## config.mk

```make
export PLATFORM = sky130hd
export DESIGN_NAME = sipo_loader
export DESIGN_NICKNAME = d
export VERILOG_FILES = /design/src/rtl/sipo_loader.sv
export SDC_FILE = /design/constraint.sdc
export NUM_CORES = 1
export LEC_CHECK = 0
export CAP_MARGIN = 20
export CORE_MARGIN = 2
export CORE_UTILIZATION = 40
export CTS_CLUSTER_DIAMETER = 80
export DETAILED_ROUTE_END_ITERATION = 7
export GPL_ROUTABILITY_DRIVEN = 1
export SLEW_MARGIN = 20
export SYNTH_ARGS = -nofsm -noshare
export SYNTH_HDL_FRONTEND = slang
export SYNTH_SLANG_ARGS = --single-unit
export TNS_END_PERCENT = 50
```

## constraint.sdc

```tcl
create_clock -name clk -period 1.7 [get_ports clk]
set_clock_uncertainty 0.1 [all_clocks]
set_input_delay 0.34 -clock clk [delete_from_list [all_inputs] [get_ports clk]]
set_output_delay 0.34 -clock clk [all_outputs]
set_load 0.05 [all_outputs]
```

## src/rtl/sipo_loader.sv

```systemverilog
// sipo_loader: serial-in parallel-out word assembler that loads a downstream register
module sipo_loader #(
   parameter int W = 5
) (
   input  logic         clk,
   input  logic         rst,
   input  logic         start,
   input  logic         bit_in,
   input  logic         bit_valid,
   output logic [W-1:0] word_out,
   output logic         load,
   output logic         busy,
   output logic         frame_err
);
   localparam int CW = $clog2(W);
   typedef enum logic [1:0] {IDLE, SHIFT, LOAD} state_t;
   state_t state, state_n;
   logic [W-1:0] shreg, shreg_n, word_n, shifted;
   logic [CW-1:0] count, count_n;
   logic load_n, ferr_n, last;
   assign shifted = {shreg[W-2:0], bit_in};
   assign last = count == CW'(W - 1);
   // state and registered outputs; reset forces everything idle and clear
   always_ff @(posedge clk) begin
      if (!rst) begin
         state     <= IDLE;
         shreg     <= '0;
         count     <= '0;
         word_out  <= '0;
         load      <= 1'b0;
         busy      <= 1'b0;
         frame_err <= 1'b0;
      end else begin
         state     <= state_n;
         shreg     <= shreg_n;
         count     <= count_n;
         word_out  <= word_n;
         load      <= load_n;
         busy      <= state_n != IDLE;
         frame_err <= ferr_n;
      end
   end
   // next-state logic; start beats bit_valid in SHIFT, and word_out updates only on LOAD entry
   always_comb begin
      state_n = state;
      shreg_n = shreg;
      count_n = count;
      word_n  = word_out;
      load_n  = 1'b0;
      ferr_n  = 1'b0;
      case (state)
         IDLE: begin
            state_n = start ? SHIFT : IDLE;
            count_n = '0;
            shreg_n = start ? '0 : shreg;
         end
         SHIFT: begin
            if (start) begin
               count_n = '0;
               shreg_n = '0;
               ferr_n  = count != '0;
            end else if (bit_valid) begin
               shreg_n = shifted;
               count_n = last ? '0 : count + CW'(1);
               state_n = last ? LOAD : SHIFT;
               word_n  = last ? shifted : word_out;
               load_n  = last;
            end
         end
         LOAD: begin
            state_n = start ? SHIFT : IDLE;
            count_n = '0;
            shreg_n = '0;
         end
         default: state_n = IDLE;
      endcase
   end
endmodule

```

==> results of run 1 <==
==> metal layers <==
metal / part of all wire (%) / track usage [%]
met1: 51 / 19.8
met2: 43 / 20.0
met3: 4.4 / 3.99
met4: 1.2 / 4.29
met5: 0 / 0
==> what timing repair did <==
item                       in CTS  in global routing
setup buffers                   0                  0
gates resized for setup         0                  2
setup endpoints to repair       0                  7
==> registers in the layout, indices dropped and copies added, names as in the netlist <==
| name | count |
|---|---|
| state | 2 |
| frame_err | 1 |
| shreg | 4 |
| count | 3 |
| load | 1 |
| word_out | 5 |
| busy | 1 |
==> cell type report <==
class,count,area share (%)
inverter,6,2.20
timing repair buffer,21,16.4
sequential,17,33.5
clock inverter,1,0.488
tap,27,3.30
clock buffer,3,2.20
multi-input combinational,62,42.0
==> critical path: stages (launching register included) <==
cell                      delay [ns]
sky130_fd_sc_hd__dfxtp_1        0.38
sky130_fd_sc_hd__inv_1          0.06
sky130_fd_sc_hd__ha_1           0.20
sky130_fd_sc_hd__and2_1         0.20
sky130_fd_sc_hd__and3_1         0.20
sky130_fd_sc_hd__buf_4          0.17
sky130_fd_sc_hd__mux2i_1        0.15
sky130_fd_sc_hd__nor2b_1        0.06
==> synthesized netlist by cell type <==
library cell                    instances  area share [%]
sky130_fd_sc_hd__a21boi_0               2             1.8
sky130_fd_sc_hd__a21o_2                 1             1.1
sky130_fd_sc_hd__a21oi_1                6             3.7
sky130_fd_sc_hd__and2_1                 1            0.77
sky130_fd_sc_hd__and2_2                 1            0.92
sky130_fd_sc_hd__and3_1                 1            0.77
sky130_fd_sc_hd__buf_6                  1             1.4
sky130_fd_sc_hd__clkbuf_1               1            0.46
sky130_fd_sc_hd__dfxtp_1               17              42
sky130_fd_sc_hd__dlygate4sd1_1          1             1.1
sky130_fd_sc_hd__ha_1                   6             9.2
sky130_fd_sc_hd__inv_1                  6             2.8
sky130_fd_sc_hd__mux2_2                 1             1.4
sky130_fd_sc_hd__mux2i_1                9              11
sky130_fd_sc_hd__nand2_1                8             3.7
sky130_fd_sc_hd__nand2b_1               1            0.77
sky130_fd_sc_hd__nand3_1                7             4.3
sky130_fd_sc_hd__nand4_1                1            0.77
sky130_fd_sc_hd__nor2_1                 4             1.8
sky130_fd_sc_hd__nor2b_1                7             5.4
sky130_fd_sc_hd__nor2b_4                1             1.7
sky130_fd_sc_hd__nor3_1                 1            0.61
sky130_fd_sc_hd__o21ai_0                2             1.2
sky130_fd_sc_hd__o22a_1                 1             1.1
sky130_fd_sc_hd__o22ai_1                1            0.77
==> report_power, final <==
part | total [mW] | internal, mW | switching [mW] | leakage [nW]
Sequential | 0.408 | 0.404 | 0.00386 | 0.139
Clock | 0.223 | 0.0876 | 0.135 | 0.0177
Combinational | 0.0936 | 0.0462 | 0.0474 | 0.269
Total | 0.724 | 0.538 | 0.186 | 0.425
==> final timing paths <==
path | cells past startpoint | slack, ns | startpoint | to
setup reg to reg | 7 | 0.11 | count[1] | word_out[3]
hold / removal | 2 | 0.37 | shreg[3] | shreg[3]
hold reg to reg | 2 | 0.37 | shreg[3] | shreg[3]
setup / recovery | 7 | 0.11 | count[1] | word_out[3]
==> cells by family after synthesis <==
logic type               Yosys count
flip-flops                        17
adder cells (fa/ha/maj)            6
buffers and inverters              9
AO/OA/AOI/OAI                     13
AND/OR/NAND/NOR                   33
multiplexers                      10
==> metrics by stage <==
step                      cells  hold WS (ns)  area, sq um
after floorplan              88         0.334          817
after global placement      133         0.356          995
after detailed placement    133         0.354          995
after CTS                   137         0.369         1020
after global routing        137         0.410         1020
final                       137         0.365         1020
==> layout by cell type, fill, tap and decap left out, types with 2 or more instances in the layout <==
master and instances:
sky130_fd_sc_hd__a21boi_0 2, sky130_fd_sc_hd__nand3_1 7, sky130_fd_sc_hd__dfxtp_1 15, sky130_fd_sc_hd__mux2i_1 9, sky130_fd_sc_hd__dfxtp_2 2, sky130_fd_sc_hd__clkdlybuf4s50_1 4
sky130_fd_sc_hd__a21oi_1 6, sky130_fd_sc_hd__clkbuf_4 3, sky130_fd_sc_hd__buf_4 17, sky130_fd_sc_hd__nor2b_1 7, sky130_fd_sc_hd__ha_1 6, sky130_fd_sc_hd__nand2_1 8
sky130_fd_sc_hd__o21ai_0 2, sky130_fd_sc_hd__inv_1 6, sky130_fd_sc_hd__nor2_1 4
==> metrics, run 1 <==
simple-gate share of the synthesized area 21.4%; mean number of vias per cell 4.74; area of the mapped netlist 817 sq um; die boundary height 49.2 microns; Sinks on Clock Net 17; per-instance average area after synthesis between 9 and 10 sq um; number of fill cells in the layout 193; placer's final routability congestion estimate 0.728; mux contribution to synthesized area 12.4%; power density cells 706 mW/mm^2; Synth Net Count 99; setup slack of the critical path after layout 0.108 ns; effective utilization at floorplan between 40% and 50%; Achievable Freq 628 MHz; Worst setup EP type flip-flop; Tot GR Track Use 13.9%; Slew Limit Headroom 84.4%; final worst path period share about 94%; total leakage power 0.425 nW; post-synthesis sequential element count 17; worst hold-check path type reg2reg; initial antenna violation count 0; die boundary width between 40 and 50 microns; Slew @ Worst Pin 0.234 ns; total iterations of the first detailed-routing run 4; Core Region 0.00194 sq mm; wire length of the first global-routing pass around 2600 microns; total area of multi-input combinational cells ~430 sq um; number of vias after detailed routing 649; pre-CTS worst setup slack -0.0991 ns; clock transition time at the flip-flop clock pins of the worst setup and hold paths 0.10 ns; total of warnings raised by yosys 0; number of top-level pins 13; Peak VDD IR 0.466 mV; Maximum Capacitance Violations 0; count of final max-slew check failures 0; CTS tree yes; Final Power 0.724 mW; count of mapped cells out of synthesis 88; diodes inserted 0; min Tclk post-route between 1.5 and 2 ns; endpoints failing setup 0; post-layout net count 122; clock latency of the later-clocked register in the worst-skew pair 0.29 ns; First DRT Iteration DRCs 16; sum of routed wire length over all layers 1440 microns; number of buffers created by CTS 3; Layout area overhead 25.4%; CTS HTree Levels 1; final core utilization 52.8%; classification of the worst setup path reg2reg; vias in the first global route 596; XOR/XNOR Fraction of Synth Area 0%; DR WL/cell approximately 11 microns; pin count of the biggest net entering global routing 21; DRC violations left 0; Final Hold Vio Count 0; half-perimeter wire length after placement roughly 1100 microns; critical path arrival 1.69 ns; die area 0.00242 sq mm; fraction of final layout cells with drive strength greater than 1 between 20% and 30%; number of library cell types mapped by synthesis 25; dominant combinational cell family by area after synthesis simple AND/OR/NAND/NOR gates; overflow left after global routing 0; area used by sequential logic in the layout 343 sq um; post-synthesis adder-cell area fraction roughly 9.2%; largest fanout on the critical path 6; Antenna Violating Nets Remaining 0; RSZ-0062 raised after global routing false; critical path data required time ~1.8 ns; clock root buffer sky130_fd_sc_hd__clkbuf_4; number of buffers on the longest clock path 2; CTS hold repair buffers 0; Critical Path Source Type flip-flop; post-synthesis compound-gate area fraction 9.65%; site row count 16; Post-Route Setup TNS 0 ns; sequential cell area fraction in the yosys report 41.7%; outcome finished clean; Port Buffer Count 12
Note: power is estimated with default switching activity, not from simulation.
==> run 2, diff against run 1 <==
CORE_ASPECT_RATIO = 0.75   (was unset)
==> run 2 against run 1 <==
Net effect: worst hold slack improved by 0.0062 ns; wire length increased by 1.9%; count of clock-buffer cells in the layout increased by 1; largest power group unchanged; highest routed layer is now met3.
==> metrics, run 2 (same netlist as run 1, synthesis figures left out) <==
outcome finished clean; half-perimeter wire length after placement 1120 microns (+3.7%); CTS tree yes; final core utilization 53.4% (+0.67 points); clock root buffer sky130_fd_sc_hd__clkbuf_4; total area of multi-input combinational cells 439 sq um (+2.0%); wire length of the first global-routing pass 2570 microns (-1.6%); switching fraction of total power 23.9% (-1.9 points); CTS HTree Levels 1 (unchanged); Maximum Capacitance Violations 0 (unchanged); number of top-level pins 13 (unchanged); Worst setup EP type flip-flop; effective utilization at floorplan 41.6% (-0.43 points); Worst R2R Start count[0]; register name with the most flops word_out; number of buffers on the longest clock path 2 (unchanged); number of buffers created by CTS 3 (unchanged); number of vias after detailed routing 647 (-0.31%); RSZ-0062 raised after global routing false; First DRT Iteration DRCs 6 (-10); Sinks on Clock Net 17 (unchanged); Core Region 0.00196 sq mm (+1.0%); clock transition time at the flip-flop clock pins of the worst setup and hold paths 0.09 ns (about the same); classification of the worst setup path reg2reg; count of final max-slew check failures 0 (unchanged); Post-Route Setup TNS 0 ns (unchanged); worst hold-check path type reg2reg; pre-CTS worst setup slack -0.0673 ns (+0.0317 ns); largest fanout on the critical path 6 (unchanged); placer's final routability congestion estimate 0.817 (+12%); switching pwr 0.170 mW (-9.0%); DR WL/cell 10.9 microns (+3.4%); worst-case hold slack 0.372 ns (+0.00622 ns); Port Buffer Count 12 (unchanged); number of fill cells in the layout 187 (-3.1%); Peak VDD IR 0.739 mV (+59%); DRC violations left 0 (unchanged); power density cells 677 mW/mm^2 (-4.2%); Final Power 0.710 mW (-1.9%); Layout area overhead 28.3%; mean number of vias per cell 4.79 (+1.2%); most common cell after layout, fill and taps aside sky130_fd_sc_hd__buf_4; diodes inserted 0 (unchanged); site row count 14 (-2); post-layout net count 123 (+0.82%); Final Hold Vio Count 0 (unchanged); min Tclk post-route 1.59 ns (-0.00662 ns); die area 0.00242 sq mm (+0.15%); die boundary width 56.2 microns (+14%); setup slack of the critical path after layout 0.114 ns (+0.00662 ns); Critical Path Source Type flip-flop; Hold Crit Start shreg[3]; sum of routed wire length over all layers 1470 microns (+1.9%); fraction of final layout cells with drive strength greater than 1 27.0% (+2.5 points); clock latency of the later-clocked register in the worst-skew pair 0.28 ns (about the same); critical path data required time 1.78 ns (-0.02 ns); Slew @ Worst Pin 0.255 ns (+0.0207 ns); Achievable Freq 631 MHz (+0.42%); initial antenna violation count 0 (unchanged); critical path arrival 1.67 ns (-0.02 ns); die boundary height 43.1 microns (-12%); vias in the first global route 608 (+2.0%); pin count of the biggest net entering global routing 21 (unchanged); largest registers in the final layout word_out (5), shreg (4), count (3); final worst path period share 93.3% (-0.39 points); flip-flop count of the largest register after layout 5 (unchanged); share of total power in combinational logic 13.0% (about the same); Tot GR Track Use 13.7% (-0.14 points); endpoints failing setup 0 (unchanged); Slew Limit Headroom 83.0% (-1.4 points); Antenna Violating Nets Remaining 0 (unchanged); CTS hold repair buffers 0 (unchanged); overflow left after global routing 0 (unchanged); total leakage power 0.432 nW (+1.6%); sequential cell fraction of total power 57.4% (+1.1 points); clock network fraction of total power 29.6% (-1.2 points); commonest cells after routing, fill and taps aside sky130_fd_sc_hd__buf_4 (17), sky130_fd_sc_hd__dfxtp_1 (15), sky130_fd_sc_hd__nand2_1 (8), sky130_fd_sc_hd__mux2i_1 (8); beginning of the critical path count[0]; area used by sequential logic in the layout 343 sq um (unchanged); internal power 0.540 mW (+0.51%); total iterations of the first detailed-routing run 3 (-1)
run 2: cell count changes in the layout (fill, tap and decap cells not counted), sizes merged:
cell and delta:
clkbuf +1, clkinv -1, buf +1
run 2: critical path, stage by stage (launching register included):
cell and delay (ns):
sky130_fd_sc_hd__dfxtp_2 0.36, sky130_fd_sc_hd__inv_1 0.05, sky130_fd_sc_hd__ha_1 0.22, sky130_fd_sc_hd__and2_4 0.19, sky130_fd_sc_hd__and3_1 0.21, sky130_fd_sc_hd__buf_12 0.14
sky130_fd_sc_hd__mux2i_2 0.16, sky130_fd_sc_hd__nor2b_1 0.06
run 2: layer usage:
metal / GRT usage, % / part of all wire (%)
met1: 17.4 / 52
met2: 20.7 / 41
met3: 7.32 / 6.7
met4: 2.86 / 0
met5: 0 / 0
run 2: path summary, 6_finish.rpt:
check | to | slack (ns) | cells past startpoint
min | shreg[3] | 0.37 | 2
min reg2reg | shreg[3] | 0.37 | 2
max | word_out[0] | 0.11 | 7
max reg2reg | word_out[0] | 0.11 | 7
run 2: final cells by class:
type | count | share of cell area (%)
Inverter | 6 | 2.15
Timing Repair Buffer | 22 | 17.9
Multi-Input combinational cell | 62 | 41.9
Sequential cell | 17 | 32.7
Clock buffer | 4 | 2.51
Tap cell | 24 | 2.86
run 2: repair_timing:
item                       CTS  global route
setup endpoints to repair    0             5
setup buffers                0             1
gates resized for setup      0             6
run 2: stage by stage:
stage          cell area (sq um)  cells
4_1_cts                     1030    134
3_3_place_gp                1000    130
6_report                    1050    135
2_1_floorplan                817     88
5_1_grt                     1050    135
3_5_place_dp                1000    130
run 2: power groups by stage:
stage,sequential [mW],combinational (mW),clock [mW]
finish,0.408,0.0924,0.210
CTS,0.407,0.0912,0.225
floorplan,0.423,0.0472,0
global placement,0.417,0.0916,0
global route,0.409,0.101,0.243
detailed placement,0.417,0.0907,0
==> run 3, diff against run 2 <==
CTS_BUF_LIST = sky130_fd_sc_hd__clkbuf_8   (was unset)
==> run 3 against run 2 <==
Net effect: sequential power hardly changed; first-iteration DRC count increased by 67%; die area unchanged; worst hold slack lost 0.0041 ns; worst setup slack better by 0.0032 ns; count of clock-buffer cells in the layout shrank 1.
==> metrics, run 3 (same netlist as run 1, synthesis figures left out) <==
sum of routed wire length over all layers 1460 microns (-1.0%); RSZ-0062 raised after global routing false; reg-to-reg setup timing slack 0.12 ns (about the same); Peak VDD IR 0.842 mV (+14%); vias in the first global route 608 (unchanged); number of buffers on the longest clock path 2 (unchanged); DR WL/cell 10.9 microns (-0.28%); instance area at placement 0.00100 sq mm (unchanged); half-perimeter wire length after placement 1120 microns (unchanged); Critical Path Source Type flip-flop; clock root buffer sky130_fd_sc_hd__clkbuf_8; Worst setup EP type flip-flop; pin count of the biggest net entering global routing 21 (unchanged); overflow left after global routing 0 (unchanged); power density cells 740 mW/mm^2 (+9.3%); final worst path period share 93.1% (-0.19 points); mean number of vias per cell 4.76 (-0.66%); number of top-level pins 13 (unchanged); register name with the most flops word_out; worst hold-check path type reg2reg; initial antenna violation count 0 (unchanged); number of vias after detailed routing 638 (-1.4%); largest stage delay on the critical path 0.35 ns (about the same); Slew Limit Headroom 83.1% (about the same); endpoints failing setup 0 (unchanged); total iterations of the first detailed-routing run 2 (-1); Post-CTS Setup Repair Bufs 0 (unchanged); count of final max-slew check failures 0 (unchanged); Final Hold Vio Count 0 (unchanged); flip-flop count of the largest register after layout 5 (unchanged); outcome finished clean; Slew @ Worst Pin 0.254 ns (-0.000295 ns); Hold Crit Start shreg[3]; Core Region 0.00196 sq mm (unchanged); Inst Count DP 130 (unchanged); Final Power 0.784 mW (+11%); classification of the worst setup path reg2reg; critical path arrival 1.62 ns (-0.05 ns); final core utilization 54.0% (+0.57 points); setup slack of the critical path after layout 0.118 ns (+0.00318 ns); Crit-path slowest cell sky130_fd_sc_hd__dfxtp_2; endpoint of the worst-slack reg-to-reg timing path word_out[0]; CTS tree yes; post-layout net count 122 (-0.81%); Layout area overhead 29.7%; effective utilization at floorplan 41.6% (unchanged); Maximum Capacitance Violations 0 (unchanged); diodes inserted 0 (unchanged); Worst R2R Start count[0]; critical path data required time 1.74 ns (-0.04 ns); Worst Reg-to-Reg Cells 7 (unchanged); count of instances resized after the clock tree is built 0 (unchanged); Hold Crit Endpoint shreg[3]; clock latency of the later-clocked register in the worst-skew pair 0.25 ns (-0.03 ns); Final Instance Area 0.00106 sq mm (+1.1%); worst-case hold slack 0.367 ns (-0.00412 ns); pre-CTS worst setup slack -0.0673 ns (unchanged); Port Buffer Count 12 (unchanged); CP cell instances inv_1 > ha_1 > and2_4 > and3_1 > buf_12 > mux2i_2 > nor2b_1; CTS hold repair buffers 0 (unchanged); DRC violations left 0 (unchanged); final instance count without filler cells 134 (-0.74%); Buf/Inv on CP 2 (unchanged); largest fanout on the critical path 6 (unchanged); min Tclk post-route 1.58 ns (-0.00318 ns); wire length of the first global-routing pass 2590 microns (+0.82%); number of buffers created by CTS 3 (unchanged); fraction of final layout cells with drive strength greater than 1 26.4% (-0.66 points); Tot GR Track Use 13.8% (+0.065 points); First DRT Iteration DRCs 10 (+4); cell depth of the worst min-delay path 2 (unchanged); die boundary width 56.2 microns (unchanged); site row count 14 (unchanged); commonest cells after routing, fill and taps aside sky130_fd_sc_hd__buf_4 (16), sky130_fd_sc_hd__dfxtp_1 (15), sky130_fd_sc_hd__nand2_1 (8), sky130_fd_sc_hd__mux2i_1 (8); Achievable Freq 632 MHz (+0.20%); family with the most delay on the worst path simple AND/OR/NAND/NOR gates; clock transition time at the flip-flop clock pins of the worst setup and hold paths 0.06 ns (-0.03 ns); die area 0.00242 sq mm (unchanged); Sinks on Clock Net 17 (unchanged); total leakage power 0.438 nW (+1.5%); die boundary height 43.1 microns (unchanged); CTS HTree Levels 1 (unchanged); most common cell after layout, fill and taps aside sky130_fd_sc_hd__buf_4; Post-Route Setup TNS 0 ns (unchanged); placer's final routability congestion estimate 0.817 (unchanged); Antenna Violating Nets Remaining 0 (unchanged); largest registers in the final layout word_out (5), shreg (4), count (3)
## run 3: cell count changes in the layout (fill, tap and decap cells not counted)
cell / previous run / this run
sky130_fd_sc_hd__clkbuf_4: 3 / 0
sky130_fd_sc_hd__inv_1: 6 / 7
sky130_fd_sc_hd__buf_4: 17 / 16
sky130_fd_sc_hd__clkbuf_8: 0 / 3
sky130_fd_sc_hd__clkbuf_1: 1 / 0
## run 3: final cells by class
type	instances	area, sq um
Sequential cell	17	343
Clock inverter	1	3.75
Fill cell	182	902
Clock buffer	3	41.3
Inverter	6	22.5
Timing Repair Buffer	21	180
Multi-Input combinational cell	62	439
Tap cell	24	30.0
## run 3: layer usage
layer	GRT usage [%]	part of all wire (%)	vias up
met5	0	0	-
met2	20.9	41	13
met1	17.4	52	287
li1	-	-	338
met4	2.86	0	0
met3	7.32	6.8	0
## run 3: power breakdown
part           internal (mW)  switching [mW]  total [mW]  leakage [nW]
clock network          0.160           0.125       0.285        0.0269
registers              0.404         0.00390       0.408         0.139
logic                 0.0445          0.0465      0.0910         0.273
## run 3: worst register-to-register path: stages (launching register included)
cell and delay [ns]:
sky130_fd_sc_hd__dfxtp_2 0.35, sky130_fd_sc_hd__inv_1 0.05, sky130_fd_sc_hd__ha_1 0.22, sky130_fd_sc_hd__and2_4 0.19, sky130_fd_sc_hd__and3_1 0.21, sky130_fd_sc_hd__buf_12 0.14
sky130_fd_sc_hd__mux2i_2 0.16, sky130_fd_sc_hd__nor2b_1 0.06
## run 3: worst max-delay path by stage
stage,startpoint,end,slack (ns),cells after the start
6_report,count[0],word_out[0],0.12,7
5_1_grt,state[0],word_out[0],0.03,6
4_1_cts,count[0],word_out[0],0.04,7
3_5_place_dp,bit_valid,shreg[2],-0.07,5
3_3_place_gp,bit_valid,shreg[0],-0.07,5
2_1_floorplan,state[1],word_out[0],0.17,7
